## config.mk

```make
export PLATFORM = sky130hd
export DESIGN_NAME = lcd_msg_seq_flat
export DESIGN_NICKNAME = d
export VERILOG_FILES = /design/src/rtl/lcd_msg_seq_if.sv /design/src/rtl/lcd_msg_seq.sv /design/src/flat_wrapper.sv
export SDC_FILE = /design/constraint.sdc
export NUM_CORES = 1
export LEC_CHECK = 0
export BUFFER_PORTS_ARGS = -buffer_cell sky130_fd_sc_hd__buf_2
export CAP_MARGIN = 20
export CORE_MARGIN = 2
export CORE_UTILIZATION = 40
export DETAILED_ROUTE_END_ITERATION = 10
export HOLD_SLACK_MARGIN = 0.02
export PLACE_DENSITY = 0.73
export SLEW_MARGIN = 20
export SYNTH_ARGS = -nofsm -noshare
export SYNTH_HDL_FRONTEND = slang
export SYNTH_SLANG_ARGS = --single-unit
export TNS_END_PERCENT = 50
```

## constraint.sdc

```tcl
create_clock -name lcdclk -period 2.8 [get_ports lcdclk]
set_input_delay 0.28 -clock lcdclk [delete_from_list [all_inputs] [get_ports lcdclk]]
set_output_delay 0.28 -clock lcdclk [all_outputs]
set_load 0.01 [all_outputs]
```

## src/rtl/lcd_msg_seq_if.sv

```systemverilog
// lcd_msg_seq_if: bundle of every signal between the message sequencer and
// its neighbours (host control, character ROM, serial LCD controller).
//   master : the sequencer side (drives requests, status, ROM address)
//   slave  : the environment side (drives start/update, acks, ROM data)
// Signals:
//   start, update          host requests
//   busy, done, err        sequencer status
//   initlcd                controller init strobe
//   resetlcd/lcdreset      reset request/ack
//   clearlcd/lcdclear      clear request/ack
//   cmdlcd/lcdcmd          command request/ack
//   datalcd/lcddata        data request/ack
//   lcddatin[7:0]          command or character byte to the controller
//   charaddr[AW-1:0]       character ROM address
//   chardata[7:0]          character ROM data
interface lcd_msg_seq_if #(
  parameter int AW = 5
);
  logic          start;
  logic          update;
  logic          busy;
  logic          done;
  logic          err;
  logic          initlcd;
  logic          resetlcd;
  logic          lcdreset;
  logic          clearlcd;
  logic          lcdclear;
  logic          cmdlcd;
  logic          lcdcmd;
  logic          datalcd;
  logic          lcddata;
  logic [7:0]    lcddatin;
  logic [AW-1:0] charaddr;
  logic [7:0]    chardata;

  modport master (
    input  start, update, lcdreset, lcdclear, lcdcmd, lcddata, chardata,
    output busy, done, err, initlcd, resetlcd, clearlcd, cmdlcd, datalcd,
           lcddatin, charaddr
  );

  modport slave (
    output start, update, lcdreset, lcdclear, lcdcmd, lcddata, chardata,
    input  busy, done, err, initlcd, resetlcd, clearlcd, cmdlcd, datalcd,
           lcddatin, charaddr
  );
endinterface

```

## src/rtl/lcd_msg_seq.sv

```systemverilog
// lcd_msg_seq: multi-line message sequencer for the serial character LCD.
// A start request runs reset, clear, then for every line a cursor-position
// command followed by MSGLEN characters fetched from the character ROM.
// An update request skips reset and clear and rewrites all lines.
// Every transaction is preceded by one cycle of initlcd high and one low;
// each request is held until its ack is sampled, then stays low one cycle.
//
// Ports:
//   lcdclk  sole clock, rising edge
//   reset   asynchronous active-high reset
//   bus     lcd_msg_seq_if.master (control, controller handshakes, ROM)
//
// Optional feature: define LCDSEQ_TIMEOUT_EN to add a request watchdog.
// A request left unacknowledged for TIMEOUT cycles is dropped and the FSM
// parks in ERR (err=1) until start or reset. Without it err stays 0.
//
// state    | meaning
// ---------+-----------------------------------------------------------
// IDLE     | after reset, waiting for start/update
// PRE_RST  | init strobe ahead of the reset transaction
// RST      | resetlcd held until lcdreset, then one low cycle
// PRE_CLR  | init strobe ahead of the clear transaction
// CLR      | clearlcd held until lcdclear, then one low cycle
// PRE_POS  | init strobe ahead of the cursor command (0x80 / 0xC0)
// POS      | cmdlcd held until lcdcmd, then one low cycle
// FETCH    | present the next character address to the ROM
// ROMW     | ROM access cycle
// PRE_DATA | init strobe; ROM byte latched into lcddatin at its end
// DATA     | datalcd held until lcddata
// NEXT     | datalcd low; advance character / line or finish
// DONE     | sequence complete, done=1
// ERR      | watchdog expired, err=1 (only with LCDSEQ_TIMEOUT_EN)
module lcd_msg_seq #(
  parameter int MSGLEN  = 16,
  parameter int NLINES  = 2,
  parameter int TIMEOUT = 1000,
  parameter int AW      = $clog2(MSGLEN*NLINES)
) (
  input  logic          lcdclk,
  input  logic          reset,
  lcd_msg_seq_if.master bus
);
  localparam int            CW     = (MSGLEN > 1) ? $clog2(MSGLEN) : 1;
  localparam logic [CW-1:0] C_LAST = CW'(MSGLEN-1);
  localparam logic          L_LAST = 1'(NLINES-1);

  typedef enum logic [3:0] {
    IDLE, PRE_RST, RST, PRE_CLR, CLR, PRE_POS, POS,
    FETCH, ROMW, PRE_DATA, DATA, NEXT, DONE, ERR
  } state_t;

  state_t        state;
  logic          pre_lo;
  logic          ack_seen;
  logic [CW-1:0] cidx;
  logic          line;
  logic [AW-1:0] addr;

  logic req_any;
  logic req_ack;
  logic tmo_hit;
  logic accept_ok;
  logic go_full;
  logic go_upd;

  assign req_any = bus.resetlcd | bus.clearlcd | bus.cmdlcd | bus.datalcd;
  assign req_ack = (bus.resetlcd & bus.lcdreset) | (bus.clearlcd & bus.lcdclear) |
                   (bus.cmdlcd & bus.lcdcmd) | (bus.datalcd & bus.lcddata);

  assign accept_ok = (state == IDLE) || (state == DONE) || (state == ERR);
  assign go_full   = accept_ok && bus.start;
  // update never restarts from ERR; start has priority when both are high
  assign go_upd    = accept_ok && bus.update && !bus.start && (state != ERR);

`ifdef LCDSEQ_TIMEOUT_EN
  localparam int TW = $clog2(TIMEOUT+1);
  logic [TW-1:0] tmo;

  // Reloaded whenever no request is up, so it counts the cycles the
  // current request has been high; expiry lands TIMEOUT edges after it rose.
  always_ff @(posedge lcdclk or posedge reset) begin
    if (reset) begin
      tmo <= TW'(TIMEOUT-1);
    end else if (!req_any) begin
      tmo <= TW'(TIMEOUT-1);
    end else if (tmo != '0) begin
      tmo <= tmo - TW'(1);
    end
  end

  assign tmo_hit = req_any && (tmo == '0);
`else
  // No watchdog: TIMEOUT is inert and this compare folds to constant 0.
  assign tmo_hit = (TIMEOUT < 0);
`endif

  always_ff @(posedge lcdclk or posedge reset) begin
    if (reset) begin
      state        <= IDLE;
      pre_lo       <= 1'b0;
      ack_seen     <= 1'b0;
      cidx         <= '0;
      line         <= 1'b0;
      addr         <= '0;
      bus.busy     <= 1'b0;
      bus.done     <= 1'b0;
      bus.err      <= 1'b0;
      bus.initlcd  <= 1'b0;
      bus.resetlcd <= 1'b0;
      bus.clearlcd <= 1'b0;
      bus.cmdlcd   <= 1'b0;
      bus.datalcd  <= 1'b0;
      bus.lcddatin <= '0;
      bus.charaddr <= '0;
    end else if (go_full || go_upd) begin
      state       <= go_full ? PRE_RST : PRE_POS;
      pre_lo      <= 1'b0;
      ack_seen    <= 1'b0;
      cidx        <= '0;
      line        <= 1'b0;
      addr        <= '0;
      bus.busy    <= 1'b1;
      bus.done    <= 1'b0;
      bus.err     <= 1'b0;
      bus.initlcd <= 1'b1;
    end else if (tmo_hit && !req_ack) begin
      state        <= ERR;
      bus.busy     <= 1'b0;
      bus.err      <= 1'b1;
      bus.resetlcd <= 1'b0;
      bus.clearlcd <= 1'b0;
      bus.cmdlcd   <= 1'b0;
      bus.datalcd  <= 1'b0;
    end else begin
      case (state)
        PRE_RST: begin
          bus.initlcd <= 1'b0;
          pre_lo      <= 1'b1;
          if (pre_lo) begin
            pre_lo       <= 1'b0;
            state        <= RST;
            bus.resetlcd <= 1'b1;
          end
        end
        RST: begin
          if (!ack_seen) begin
            if (bus.lcdreset) begin
              bus.resetlcd <= 1'b0;
              ack_seen     <= 1'b1;
            end
          end else begin
            ack_seen    <= 1'b0;
            state       <= PRE_CLR;
            bus.initlcd <= 1'b1;
          end
        end
        PRE_CLR: begin
          bus.initlcd <= 1'b0;
          pre_lo      <= 1'b1;
          if (pre_lo) begin
            pre_lo       <= 1'b0;
            state        <= CLR;
            bus.clearlcd <= 1'b1;
          end
        end
        CLR: begin
          if (!ack_seen) begin
            if (bus.lcdclear) begin
              bus.clearlcd <= 1'b0;
              ack_seen     <= 1'b1;
            end
          end else begin
            ack_seen    <= 1'b0;
            state       <= PRE_POS;
            bus.initlcd <= 1'b1;
          end
        end
        PRE_POS: begin
          bus.initlcd <= 1'b0;
          pre_lo      <= 1'b1;
          if (pre_lo) begin
            pre_lo       <= 1'b0;
            state        <= POS;
            bus.lcddatin <= line ? 8'hC0 : 8'h80;
            bus.cmdlcd   <= 1'b1;
          end
        end
        POS: begin
          if (!ack_seen) begin
            if (bus.lcdcmd) begin
              bus.cmdlcd <= 1'b0;
              ack_seen   <= 1'b1;
            end
          end else begin
            ack_seen <= 1'b0;
            state    <= FETCH;
          end
        end
        FETCH: begin
          bus.charaddr <= addr;
          state        <= ROMW;
        end
        ROMW: begin
          state       <= PRE_DATA;
          bus.initlcd <= 1'b1;
        end
        PRE_DATA: begin
          bus.initlcd <= 1'b0;
          pre_lo      <= 1'b1;
          if (pre_lo) begin
            // byte and request are registered together, so the byte is
            // already stable when datalcd rises
            pre_lo       <= 1'b0;
            state        <= DATA;
            bus.lcddatin <= bus.chardata;
            bus.datalcd  <= 1'b1;
          end
        end
        DATA: begin
          if (bus.lcddata) begin
            bus.datalcd <= 1'b0;
            state       <= NEXT;
          end
        end
        NEXT: begin
          if (cidx == C_LAST) begin
            cidx <= '0;
            if (line == L_LAST) begin
              line     <= 1'b0;
              addr     <= '0;
              state    <= DONE;
              bus.busy <= 1'b0;
              bus.done <= 1'b1;
            end else begin
              line        <= 1'b1;
              addr        <= addr + AW'(1);
              state       <= PRE_POS;
              bus.initlcd <= 1'b1;
            end
          end else begin
            cidx  <= cidx + CW'(1);
            addr  <= addr + AW'(1);
            state <= FETCH;
          end
        end
        default: begin
          state <= state;
        end
      endcase
    end
  end
endmodule

```

## src/flat_wrapper.sv

```systemverilog
// flat-port wrapper written by rule: the top's interface ports become plain ports
module lcd_msg_seq_flat 
#(
  parameter int MSGLEN  = 16,
  parameter int NLINES  = 2,
  parameter int TIMEOUT = 1000,
  parameter int AW      = $clog2(MSGLEN*NLINES)
)
  (lcdclk, reset, bus_start, bus_update, bus_lcdreset, bus_lcdclear, bus_lcdcmd, bus_lcddata, bus_chardata, bus_busy, bus_done, bus_err, bus_initlcd, bus_resetlcd, bus_clearlcd, bus_cmdlcd, bus_datalcd, bus_lcddatin, bus_charaddr);
  lcd_msg_seq_if #(.AW(AW)) bus_i ();
  input  logic lcdclk;
  input  logic reset;
  input wire logic [$bits(bus_i.start)-1:0] bus_start;
  input wire logic [$bits(bus_i.update)-1:0] bus_update;
  input wire logic [$bits(bus_i.lcdreset)-1:0] bus_lcdreset;
  input wire logic [$bits(bus_i.lcdclear)-1:0] bus_lcdclear;
  input wire logic [$bits(bus_i.lcdcmd)-1:0] bus_lcdcmd;
  input wire logic [$bits(bus_i.lcddata)-1:0] bus_lcddata;
  input wire logic [$bits(bus_i.chardata)-1:0] bus_chardata;
  output wire logic [$bits(bus_i.busy)-1:0] bus_busy;
  output wire logic [$bits(bus_i.done)-1:0] bus_done;
  output wire logic [$bits(bus_i.err)-1:0] bus_err;
  output wire logic [$bits(bus_i.initlcd)-1:0] bus_initlcd;
  output wire logic [$bits(bus_i.resetlcd)-1:0] bus_resetlcd;
  output wire logic [$bits(bus_i.clearlcd)-1:0] bus_clearlcd;
  output wire logic [$bits(bus_i.cmdlcd)-1:0] bus_cmdlcd;
  output wire logic [$bits(bus_i.datalcd)-1:0] bus_datalcd;
  output wire logic [$bits(bus_i.lcddatin)-1:0] bus_lcddatin;
  output wire logic [$bits(bus_i.charaddr)-1:0] bus_charaddr;
  assign bus_i.start = bus_start;
  assign bus_i.update = bus_update;
  assign bus_i.lcdreset = bus_lcdreset;
  assign bus_i.lcdclear = bus_lcdclear;
  assign bus_i.lcdcmd = bus_lcdcmd;
  assign bus_i.lcddata = bus_lcddata;
  assign bus_i.chardata = bus_chardata;
  assign bus_busy = bus_i.busy;
  assign bus_done = bus_i.done;
  assign bus_err = bus_i.err;
  assign bus_initlcd = bus_i.initlcd;
  assign bus_resetlcd = bus_i.resetlcd;
  assign bus_clearlcd = bus_i.clearlcd;
  assign bus_cmdlcd = bus_i.cmdlcd;
  assign bus_datalcd = bus_i.datalcd;
  assign bus_lcddatin = bus_i.lcddatin;
  assign bus_charaddr = bus_i.charaddr;
  lcd_msg_seq #(.MSGLEN(MSGLEN), .NLINES(NLINES), .TIMEOUT(TIMEOUT), .AW(AW)) u_core (.lcdclk(lcdclk), .reset(reset), .bus(bus_i));
endmodule
```

* Word level (Yosys, flattened, before mapping)
Cells that the tools add are included.
W data, S select, Z words.
** Cells by class
- $add $sub $neg :: 2
- Equal/unequal tests :: 37
- Multiplexer cells :: 64
- Bitwise gates (word level) :: 1
- Reductions and logical operators :: 33
** Operator list (count)
- $mux W4 :: 14
- $pmux W4 S11 :: 1
- $mux W1 :: 34
- $eq A4 B4 Y1 const B :: 7
- $ne A3 B1 Y1 const B :: 9
- $mux W5 :: 4
- $reduce_bool A2 Y1 :: 9
- $eq A4 B3 Y1 const B :: 4
- $mux W8 :: 2
- $pmux W8 S2 :: 1
- $reduce_and A5 Y1 :: 3
- $ne A2 B2 Y1 const B :: 7
- $reduce_and A4 Y1 :: 3
- $reduce_bool A12 Y1 :: 1
- $reduce_and A9 Y1 :: 1
- $eq A4 B2 Y1 const B :: 2
- $ne A2 B1 Y1 const B :: 4
- $pmux W1 S2 :: 4
- $mux W7 :: 1
- $add A5 B1 Y5 const B :: 1
- $reduce_bool A5 Y1 :: 1
- $add A4 B1 Y4 const B :: 1
- $eq A4 B1 Y1 const B :: 1
- $logic_and A1 B1 Y1 :: 4
- 15 further kinds :: 18
** Storage, ports and cells
- Register bits after elaboration :: 36
- Bits of input ports :: 16
- Output and inout bits :: 21
- Logic and storage cells :: 152

* Logic depth before layout (Yosys ltp)
- Depth after elaboration :: 9
- Depth in mapped cells :: 7
- Depth with buffers taken out :: 6

* Worst setup path before layout
No wires, ideal clock.
- Kind :: reg2reg
- From :: reg u_core.state[3]
- To :: reg u_core.state[2]
- Setup time :: 0.124 ns
- Arrival :: 1.470 ns
- Data required time :: 2.676 ns
- Path slack :: 1.206 ns
- Stages on the path, launching flop included :: 7
- Buffers on the path :: 1
- Period minus slack after synthesis :: 1.594 ns
- Path through :: dfrtp_1 buf_6 xor2_2 a31oi_4 o32ai_4 nor2b_4 a211o_1
** Between the ends
- Longest elaborated chain between the ends :: 9
- Elaborated cells on any way between the ends :: 35
- Those cells by class :: eq/ne: 22; mux: 3; reduce/logical: 10
** Ends and longest elaborated chain
- from (decl) :: line lcd_msg_seq.sv:52 : state_t state;
- from (signal assigned) :: line lcd_msg_seq.sv:116 : state <= go_full ? PRE_RST : PRE_POS;
- from (signal assigned) :: line lcd_msg_seq.sv:247 : state <= state;
- $eq A4 B4 Y1 or $logic_not A4 Y1 (tied branches) :: line lcd_msg_seq.sv:70 : assign accept_ok = (state == IDLE) || (state == DONE) || (state == ERR);
- $logic_or A1 B1 Y1 (2 in a row) :: line lcd_msg_seq.sv:70
- $logic_and A1 B1 Y1 (3 in a row) :: line lcd_msg_seq.sv:73 : assign go_upd = accept_ok && bus.update && !bus.start && (state != ERR);
- $logic_or A1 B1 Y1 :: line lcd_msg_seq.sv:115 : end else if (go_full || go_upd) begin
- $reduce_bool A12 Y1 (no line) (tied with other cells)
- $reduce_and A9 Y1 (no line)
Parallel ways exist; a longest one is shown, timed or not.
A chain may end at the register's enable or synchronous reset.

* Worst setup path in the final report
- From :: reg u_core.state[3]
- To :: reg u_core.addr[3]
** Between the ends
- Longest elaborated chain between the ends :: 8
- Elaborated cells on any way between the ends :: 14
- Those cells by class :: eq/ne: 4; mux: 1; reduce/logical: 9
** Ends and longest elaborated chain
- $eq A4 B4 Y1 or $logic_not A4 Y1 (tied branches) :: line lcd_msg_seq.sv:70
- $logic_or A1 B1 Y1 (2 in a row) :: line lcd_msg_seq.sv:70
- $logic_and A1 B1 Y1 (3 in a row) :: line lcd_msg_seq.sv:73
- $logic_or A1 B1 Y1 :: line lcd_msg_seq.sv:115
- $mux W5 or $reduce_bool A2 Y1 (tied branches)
- to (signal assigned) :: line lcd_msg_seq.sv:236 : addr <= addr + AW'(1);
- to (signal assigned) :: line lcd_msg_seq.sv:242 : addr <= addr + AW'(1);
- to (decl) :: line lcd_msg_seq.sv:57 : logic [AW-1:0] addr;
Parallel ways exist; a longest one is shown, timed or not.

==> impl_metrics.yaml <==
global_route:
  grtUsageTotal_pct: 17.1
  grt-ovfl-total: 0
  grt_pass1_vias: 1581
  antenna_found_initial: 0
  grt_max_degree: 25
  grt_pass1_wl_mm: 7.18
critical_path:
  critical_path_required_ps: 2980
  cp_top_family: "flip-flops"
  cp-end-kind: "flip-flop"
  path_max_fanout: 24
  crit_chain: "xnor2_1, nand2_1, a31oi_4, nor2_1, a22o_1"
  critPathLaunchType: "flip-flop"
  cpMaxStageDelayCell: "dfrtp_1"
  worst-path-buf-inv: 0
  critPathKind: "flip-flop to flip-flop"
  critPathMaxStageDelay_ps: 840
  worstPathArrival_ps: 2410
finish:
  final_util_pct: 47.6
  syn_to_final_growth_pct: 15.0
  layout.nets: 246
  antennaDiodeCount: 0
  drive_gt1_share_pct: 24.9
  fill_cells: 451
sta:
  fin_setup_tns_ps: 0
  drv_slew: 0
  min_period_ps: 2220
  fin_crit_sh_pct: 79.4
  hold_violations: 0
  setup_viol: 0
  max_freq_ghz: 0.450
  tightest_slew_ps: 777
  max_slew_margin_pct: 48.2
  rsz0062_at_grt: "false"
  clock_skew_ps: 10.8
clock_network:
  clockBufferDepth: 2
  clk_pin_slew_worst_paths_ps: 80
  post_cts_resized: 0
  clockRootBuffer: "clkbuf_8"
  htreeDepth: 2
  cts_buffers: 5
  cts.sinks: 36
  insertion_delay_ps: 290
  holdBufCountCts: 0
  postCtsSetupRepairBufs: 0
  cts_tree: "yes"
drt:
  drtIter0Drc: 157
  via_count: 1535
  drtPass1Iterations: 4
  drc: 0
  antenna_left: 0
  drt_wl_total_mm: 4.03
  drt-vias-per-instance: 5.19
  wl_per_cell_um: 13.6
placement:
  gp_routability_congestion: 0.869
  place.port_buffers: 35
  place_hpwl_mm: 2.87
synth:
  synth_top_family_by_area: "compound AO/OA/AOI/OAI gates"
  seq_area_frac_synth_pct: 46.1
  postSynth.asyncResetShare_pct: 100
  synth_cell_types: 49
  yosys_warnings: 0
  synth_top_area_share_pct: 46.1
  muxShareOfSynthArea_pct: 3.39
  syn-cell-area_um2: 1960
  synth_compound_area_share_pct: 21.9
  synthSimpleGateAreaFrac_pct: 18.6
  yosys-top-cells-count: "36 x dfrtp_1, 18 x nand2_1, 15 x a21oi_1, 15 x nor2_1"
  synthesis.nets: 215
  yosysMostFrequentCell: "dfrtp_1"
  synth-xor-area-share_pct: 3.07
  yosysTopAreaCell: "dfrtp_1"
  synth_fa_ha_area_share_pct: 1.28
  synth.avg_cell_area_um2: 9.93
  yosys-top-cells-area: "dfrtp_1 46%, a21oi_1 3.8%, a22o_1 3.6%"
  synth-seq-cells: 36
  synth_top_flop_cell: "dfrtp_1"
  synth_edf_count: 0
  synthCells: 197
pwr:
  p_sw_w: 0.000987
  power.density_nw_per_um2: 1080
  p_sw_share_pct: 40.7
  clock_power_share_pct: 18.5
  p_int_w: 0.00144
  power.share.sequential_pct: 39.9
  peakVddDrop_uv: 336
  p_leak_nw: 1.09
  p_comb_share_pct: 41.7
floorplan:
  design.core.area_um2: 4720
  dieArea_um2: 5460
  die_y_um: 73.9
  io_pins: 37
  die_x_um: 73.9
  initial_core_util_pct: 41.4
  row_count: 25
job:
  maxCapViolations: 0
min_path:
  worstHoldPathType: "input port to asynchronous set/reset pin"
status:
  status: "finished clean"
[logic make-up (layout without fill, tap and decap cells)]
| group | count (synthesis) | after routing |
|---|---|---|
| AO/OA/AOI/OAI | 57 | 57 |
| XOR/XNOR | 6 | 6 |
| adder cells (fa/ha/maj) | 2 | 2 |
| buffers and inverters | 19 | 51 |
| flip-flops | 36 | 36 |
| multiplexers | 6 | 6 |
| other | 1 | 1 |
| AND/OR/NAND/NOR | 70 | 70 |
[placed cells by master, fill, tap and decap left out, types with 2 or more instances in the layout]
master    count
inv_1         6
dfrtp_1      36
clkbuf_8      5
o21ai_1       2
nand2b_1      3
xnor2_1       4
and3_1        3
o22ai_1       2
a21o_1        8
nor3b_1       2
o21a_1        2
buf_2        35
nor3_1        8
nand3b_1      2
nor2_1       15
or3_1         2
a22o_1        8
nor2b_1       4
a31oi_4       2
nand3_1       7
a21oi_1      15
a31oi_1       2
o21ai_0       6
mux2_2        5
nand2_1      18
ha_1          2
[metal layers]
metal	up-vias	routed length [um]	global-route usage (%)
met5	-	0	0
li1	765	-	-
met1	732	1920	22.3
met4	0	61	6.87
met3	7	168	4.53
met2	31	1880	27.0
[worst paths after layout]
kind                                          end  depth (start not counted)                   start  slack, ps
setup reg to reg                   u_core.addr[3]                          5         u_core.state[3]        580
setup / recovery                   u_core.addr[3]                          5         u_core.state[3]        580
min in group lcdclk        u_core.bus.lcddatin[3]                          2         bus_chardata[3]        210
hold reg to reg            u_core.bus.lcddatin[6]                          2  u_core.bus.lcddatin[6]        490
max in group asynchronous      u_core.bus.initlcd                          3                   reset       1950
hold / removal             u_core.bus.lcddatin[0]                          2                   reset        120
[through the flow]
| stage | instance area (um^2) | setup WS [ps] | instances | hold WS (ps) | total power, W |
|---|---|---|---|---|---|
| after CTS | 2250 | 594 | 296 | 132 | 0.00244 |
| after detailed placement | 2140 | 590 | 288 | 449 | 0.00198 |
| after global placement | 2140 | 680 | 288 | 445 | 0.00197 |
| final | 2250 | 576 | 296 | 123 | 0.00242 |
| after global routing | 2250 | 355 | 296 | 200 | 0.00262 |
| after floorplan | 1960 | 1210 | 197 | 413 | 0.00177 |
[power by group through the flow]
stage                     registers [W]  logic, W  clock network (W)
final                          0.000966   0.00101           0.000448
after global routing            0.00101   0.00113           0.000483
after CTS                      0.000963   0.00101           0.000463
after detailed placement       0.000976   0.00101                  0
after global placement         0.000973  0.000995                  0
after floorplan                0.000859  0.000910                  0
[registers in the layout (all words and copies together), names as in the netlist, 4 cells and up]
name	flops
u_core.addr	5
u_core.bus.lcddatin	8
u_core.state	4
u_core.cidx	4
u_core.bus.charaddr	5
[cell type report]
type | instances | area, um^2 | area share, %
clock buffers | 6 | 72.6 | 3.23
inverters | 7 | 26.3 | 1.17
multi-input cells | 142 | 948 | 42.2
well taps | 67 | 83.8 | 3.73
clock inverters | 2 | 35.0 | 1.56
flip-flops and latches | 36 | 901 | 40.0
repair buffers | 36 | 183 | 8.12
[worst register-to-register path, delay by kind of cell (launching register included)]
kind	cells	cell delay (ps)
XOR/XNOR	1	250
AO/OA/AOI/OAI	2	710
flip-flops	1	840
AND/OR/NAND/NOR	2	330
No activity file was read; power rests on OpenSTA's default activity.
